==> config.mk <==
export PLATFORM = sky130hd
export DESIGN_NAME = fetch_pc_unit_flat
export DESIGN_NICKNAME = d
export VERILOG_FILES = /design/src/rtl/fetch_pc_unit_if.sv /design/src/rtl/fetch_pc_unit.sv /design/src/flat_wrapper.sv
export SDC_FILE = /design/constraint.sdc
export NUM_CORES = 1
export LEC_CHECK = 0
export CAP_MARGIN = 20
export CORE_MARGIN = 2
export CORE_UTILIZATION = 50
export DETAILED_ROUTE_END_ITERATION = 12
export GPL_TIMING_DRIVEN = 1
export HOLD_SLACK_MARGIN = 0.02
export MAX_ROUTING_LAYER = met4
export PLACE_DENSITY = 0.79
export SYNTH_ARGS = -nofsm -noshare
export SYNTH_HDL_FRONTEND = slang
export SYNTH_SLANG_ARGS = --single-unit
==> constraint.sdc <==
create_clock -name clk -period 9.86 [get_ports clk]
set_clock_uncertainty 0.15 [all_clocks]
set_input_delay 2.958 -clock clk [delete_from_list [all_inputs] [get_ports clk]]
set_output_delay 2.958 -clock clk [all_outputs]
set_load 0.03 [all_outputs]
==> src/rtl/fetch_pc_unit_if.sv <==
// Fetch PC unit bus: hazard/EX-stage controls in, fetch PC and RAS prediction out.
// Latency: wires only; the unit registers PCF one cycle after its controls.
// Backpressure: none; stall is the only hold and is sampled every cycle.
interface fetch_pc_unit_if #(
    parameter int WIDTH = 32
);
    logic             stall;
    logic             redirect;
    logic [WIDTH-1:0] redirect_pc;
    logic             ret_hint;
    logic             ras_push;
    logic [WIDTH-1:0] ras_push_addr;
    logic             ras_pop;
    logic [WIDTH-1:0] PCF;
    logic [WIDTH-1:0] PCPlus4F;
    logic             pred_taken;
    logic [WIDTH-1:0] pred_pc;
    logic             ras_empty;
    logic             ras_full;

    // Hazard unit / EX stage side drives the controls and observes the PC.
    modport master (
        output stall, redirect, redirect_pc, ret_hint,
               ras_push, ras_push_addr, ras_pop,
        input  PCF, PCPlus4F, pred_taken, pred_pc, ras_empty, ras_full
    );

    // The fetch PC unit itself.
    modport slave (
        input  stall, redirect, redirect_pc, ret_hint,
               ras_push, ras_push_addr, ras_pop,
        output PCF, PCPlus4F, pred_taken, pred_pc, ras_empty, ras_full
    );
endinterface

==> src/rtl/fetch_pc_unit.sv <==
// Fetch-stage PC register with redirect/stall/RAS-prediction next-PC select and a circular RAS.
// Latency: next PC registered, 1 cycle, no bubble; PCPlus4F and prediction are combinational.
// Backpressure: stall holds PCF (redirect overrides it); RAS push/pop always commit.
module fetch_pc_unit #(
    parameter int               WIDTH     = 32,
    parameter logic [WIDTH-1:0] RESET_PC  = '0,
    parameter int               PC_STEP   = 4,
    parameter int               RAS_DEPTH = 4
) (
    input logic            clk,
    input logic            rst,
    fetch_pc_unit_if.slave bus
);
    localparam int               PTR_W      = $clog2(RAS_DEPTH);
    localparam int               CNT_W      = $clog2(RAS_DEPTH + 1);
    localparam logic [WIDTH-1:0] ALIGN_MASK = ~(WIDTH'(3));

    logic [WIDTH-1:0] pc_q;
    logic [WIDTH-1:0] pc_plus;
    logic [WIDTH-1:0] next_pc;
    logic [WIDTH-1:0] ras_mem [RAS_DEPTH];
    logic [PTR_W-1:0] top_ptr;
    logic [PTR_W-1:0] wr_idx;
    logic [CNT_W-1:0] count;
    logic             empty;
    logic             full;
    logic             pred_taken;
    logic             swap_top;

    assign empty      = (count == '0);
    assign full       = (count == CNT_W'(RAS_DEPTH));
    assign pc_plus    = pc_q + WIDTH'(PC_STEP);
    assign pred_taken = bus.ret_hint & ~empty;
    // A push and pop together on a non-empty stack replaces the top in place.
    assign swap_top   = bus.ras_push & bus.ras_pop & ~empty;
    assign wr_idx     = swap_top ? top_ptr : top_ptr + PTR_W'(1);

    assign bus.PCF        = pc_q;
    assign bus.PCPlus4F   = pc_plus;
    assign bus.pred_taken = pred_taken;
    // Gate by empty so stale entries left from before reset never appear.
    assign bus.pred_pc    = empty ? '0 : ras_mem[top_ptr];
    assign bus.ras_empty  = empty;
    assign bus.ras_full   = full;

    // Next-PC priority: redirect, stall hold, RAS prediction, sequential; always word aligned.
    always_comb begin
        next_pc = pc_plus;
        if (bus.redirect) begin
            next_pc = bus.redirect_pc;
        end else if (bus.stall) begin
            next_pc = pc_q;
        end else if (pred_taken) begin
            next_pc = ras_mem[top_ptr];
        end
        next_pc = next_pc & ALIGN_MASK;
    end

    // Fetch PC register.
    always_ff @(posedge clk) begin
        if (rst) begin
            pc_q <= RESET_PC & ALIGN_MASK;
        end else begin
            pc_q <= next_pc;
        end
    end

    // RAS storage: contents need no reset, emptiness is tracked by count.
    always_ff @(posedge clk) begin
        if (!rst && bus.ras_push) begin
            ras_mem[wr_idx] <= bus.ras_push_addr;
        end
    end

    // RAS pointer and occupancy; a full push overwrites the oldest entry.
    always_ff @(posedge clk) begin
        if (rst) begin
            top_ptr <= '0;
            count   <= '0;
        end else if (swap_top) begin
            top_ptr <= top_ptr;
            count   <= count;
        end else if (bus.ras_push) begin
            top_ptr <= top_ptr + PTR_W'(1);
            if (!full) begin
                count <= count + CNT_W'(1);
            end
        end else if (bus.ras_pop && !empty) begin
            top_ptr <= top_ptr - PTR_W'(1);
            count   <= count - CNT_W'(1);
        end
    end
endmodule

==> src/flat_wrapper.sv <==
// flat-port wrapper written by rule: the top's interface ports become plain ports
module fetch_pc_unit_flat 
#(
    parameter int               WIDTH     = 32,
    parameter logic [WIDTH-1:0] RESET_PC  = '0,
    parameter int               PC_STEP   = 4,
    parameter int               RAS_DEPTH = 4
)
  (clk, rst, bus_stall, bus_redirect, bus_redirect_pc, bus_ret_hint, bus_ras_push, bus_ras_push_addr, bus_ras_pop, bus_PCF, bus_PCPlus4F, bus_pred_taken, bus_pred_pc, bus_ras_empty, bus_ras_full);
  fetch_pc_unit_if #(.WIDTH(WIDTH)) bus_i ();
  input logic clk;
  input logic rst;
  input wire logic [$bits(bus_i.stall)-1:0] bus_stall;
  input wire logic [$bits(bus_i.redirect)-1:0] bus_redirect;
  input wire logic [$bits(bus_i.redirect_pc)-1:0] bus_redirect_pc;
  input wire logic [$bits(bus_i.ret_hint)-1:0] bus_ret_hint;
  input wire logic [$bits(bus_i.ras_push)-1:0] bus_ras_push;
  input wire logic [$bits(bus_i.ras_push_addr)-1:0] bus_ras_push_addr;
  input wire logic [$bits(bus_i.ras_pop)-1:0] bus_ras_pop;
  output wire logic [$bits(bus_i.PCF)-1:0] bus_PCF;
  output wire logic [$bits(bus_i.PCPlus4F)-1:0] bus_PCPlus4F;
  output wire logic [$bits(bus_i.pred_taken)-1:0] bus_pred_taken;
  output wire logic [$bits(bus_i.pred_pc)-1:0] bus_pred_pc;
  output wire logic [$bits(bus_i.ras_empty)-1:0] bus_ras_empty;
  output wire logic [$bits(bus_i.ras_full)-1:0] bus_ras_full;
  assign bus_i.stall = bus_stall;
  assign bus_i.redirect = bus_redirect;
  assign bus_i.redirect_pc = bus_redirect_pc;
  assign bus_i.ret_hint = bus_ret_hint;
  assign bus_i.ras_push = bus_ras_push;
  assign bus_i.ras_push_addr = bus_ras_push_addr;
  assign bus_i.ras_pop = bus_ras_pop;
  assign bus_PCF = bus_i.PCF;
  assign bus_PCPlus4F = bus_i.PCPlus4F;
  assign bus_pred_taken = bus_i.pred_taken;
  assign bus_pred_pc = bus_i.pred_pc;
  assign bus_ras_empty = bus_i.ras_empty;
  assign bus_ras_full = bus_i.ras_full;
  fetch_pc_unit #(.WIDTH(WIDTH), .RESET_PC(RESET_PC), .PC_STEP(PC_STEP), .RAS_DEPTH(RAS_DEPTH)) u_core (.clk(clk), .rst(rst), .bus(bus_i));
endmodule
==> key figures <==
Clocking
  – Clk Latency, worst-skew pair: 0.42 ns
  – Largest buffer count on any clock path: 2
  – Setup bufs post-CTS: 0
  – CTS root buffer: clkbuf_16
  – Hold_buf cts: 0
  – Clk slew on worst S/H paths: 0.06 ns
  – CTS sink cnt: 165
  – Resized Gates After CTS: 0
  – Total CTS buffers: 17
  – H-tree Lvls: 4
  – CTS tree: done

Setup path
  – Most frequent CP cell: clkdlybuf4s50_1
  – Crit Path Category: input pin to output pin
  – Worst EP required: 6.75 ns
  – Crit end category: output pin
  – Critical-path top delay cell: clkdlybuf4s50_1
  – Type of origin of the critical path: input pin
  – CP Data Arrival Time: 4.61 ns
  – CP peak stage delay: 0.70 ns
  – Crit-path cells: clkdlybuf4s50_1 -> o31ai_2 -> buf_4 -> inv_2 -> clkdlybuf4s50_1
  – Maximum fanout along the worst path: 21

Yosys
  – Syn Inst Count: 526
  – Most used DFF post-synth: edfxtp_1
  – Top area cells in the synthesized netlist: edfxtp_1, dfxtp_1, mux4_2, xnor2_1, nor2b_1
  – Avg Cell Area, Syn: 14.1 um^2
  – Number of synthesized flops with an enable pin: 128
  – Cell taking the most area after synthesis: edfxtp_1
  – FFs w/ async S/R, synth: 0%
  – Top cells by count, synth: edfxtp_1, dfxtp_1, mux4_2, nor2_1, nor2b_1
  – Mapped cell area: 7400 um^2
  – Top-count cell post-synth: edfxtp_1
  – Yosys Warn Count: 0
  – Sequential area share after synthesis: 62.0%
  – Yosys reg bits: 165
  – Synth cell types: 54
  – Share of the synthesized area in the top cell type: 52.0%

STA
  – Pins Over Slew Limit: 0
  – Period minus WS final: 7.72 ns
  – Worst-Margin Slew: 0.846 ns
  – Min Hold Slack: 0.481 ns
  – Fin. Hold Viols: 0
  – F_max: 0.130 GHz
  – Setup violations, final: 0
  – Slew headroom: 43.3%
  – RSZ-0062 raised after global routing: false
  – TNS Setup: 0 ns
  – Crit share post-route: 78.3%

Die
  – IO Pins: 170
  – Vert. Die Dim: 126 um
  – Row count: 44
  – Die area: 15800 um^2
  – Chip Width: 126 um
  – Core area: 14500 um^2
  – Initial core utilization: 51.1%

Placed design
  – Placer's final routability congestion estimate: 0.878
  – Dpl cell area: 9200 um^2
  – HPWL Detailed: 13.2 mm
  – Port bufs: 163

Detailed routing
  – DRC viols: 0
  – Via count: 5258
  – Top Layer Used: met4
  – Wirelength per Cell: 21.7 um
  – First-pass detailed-route iteration total: 5
  – Final wirelength: 19.2 mm
  – Iter 0 DRT Violations: 555
  – Routed wl met3: 1.33 mm
  – WL met2: 9.46 mm
  – Vias per Instance: 5.94
  – Final ANT Viol Nets: 0
  – M1 WL: 7.95 mm

Finish
  – Footprint of the multi-input gates: 2630 um^2
  – Share of cells above drive strength 1: 13.6%
  – Final instance area: 9770 um^2
  – P&R area growth vs syn: 32.1%
  – Register area: 4590 um^2
  – Fillers: 996
  – Nets@finish: 761
  – Ant. Diodes: 0

Global routing
  – Vias in the first global route: 5227
  – Grt ovf: 0
  – First-pass GRT wire length: 29.3 mm
  – Gr usage total: 24.9%
  – Largest net degree at the start of global routing: 40
  – Initial antenna violation count: 0

Hold path
  – Worst min-delay path class: flip-flop to flip-flop

Power and ir drop
  – Power density over the cells: 271 nW/um^2
  – Pleak: 0.00327 uW
  – Max VDD drop: 0.167 mV

Run status
  – Status: finished, final reports clean

Run
  – Max-cap violations: 0
## report_power, final
| part | switching (uW) | internal, uW | leakage (uW) |
|---|---|---|---|
| clock | 270 | 350 | 0.000267 |
| combinational | 663 | 462 | 0.00153 |
| sequential | 63.6 | 842 | 0.00147 |
## sequential cells by signal (all words and copies together), names as in the netlist, named ones only
register        cells
u_core.bus.PCF     30
u_core.count        3
u_core.ras_mem    128
u_core.top_ptr      2
## per-layer routing
metal | track usage, % | up-vias
met3 | 5.23 | 33
met5 | - | -
met1 | 32.1 | 2601
met4 | 8.24 | 0
li1 | - | 2365
met2 | 40.0 | 259
## worst max-delay path, delay by kind of cell
kind | cells | cell delay [ns]
compound gates | 1 | 0.07
buf+inv | 4 | 1.58
## final timing paths
| check | startpoint | end | slack (ns) | cells after the start |
|---|---|---|---|---|
| worst max-delay path | bus_ret_hint | bus_pred_taken | 2.14 | 5 |
| worst min-delay path | u_core.count[1]$_SDFFE_PP0P_ | u_core.count[1]$_SDFFE_PP0P_ | 0.48 | 2 |
| worst max register to register | u_core.count[0]$_SDFFE_PP0P_ | u_core.ras_mem[1][30]$_DFFE_PP_ | 7.13 | 4 |
| worst min register to register | u_core.count[1]$_SDFFE_PP0P_ | u_core.count[1]$_SDFFE_PP0P_ | 0.48 | 2 |
## cells in the final DEF (no fill, tap or decap), drive strengths merged, types with 14 or more instances in the layout
cell           netlist  layout
clkdlybuf4s50        0     163
edfxtp             128     128
dfxtp               37      37
mux4                32      32
nor2b               32      32
nor2                32      32
nand2               28      28
xnor2               27      27
clkbuf              17      18
o21ai               17      17
nand3               17      17
and3                15      15
inv                  9      14
## through the flow
step / worst slack (ns) / instances / power (uW) / util [%]
after floorplan: 2.50 / 529 / 1590 / -
after global placement: 2.16 / 851 / 2010 / 63.5
after detailed placement: 2.15 / 851 / 2030 / 63.5
after CTS: 2.15 / 883 / 2650 / 67.3
after global routing: 2.13 / 885 / 2750 / 67.5
final: 2.14 / 885 / 2650 / 67.5
## cells by family (layout without fill, tap and decap cells)
group                    Yosys count  in the layout  share of synthesized area (%)
multiplexers                      34             34                           10.0
buffers and inverters             45            217                           2.96
AND/OR/NAND/NOR                  167            167                           12.9
AO/OA/AOI/OAI                     79             79                           7.68
other                              1              4                         0.0507
adder cells (fa/ha/maj)            2              2                          0.440
XOR/XNOR                          33             33                           4.01
flip-flops                       165            165                           62.0
## cell type report
cell class	instances	share of cell area, %
sequential	165	46.9
inverter	9	0.346
clock buffer	18	4.39
clock inverter	14	1.29
timing repair buffer	176	17.7
tap	184	2.36
multi-input combinational	319	26.9
Note: power is estimated with default switching activity, not from simulation.
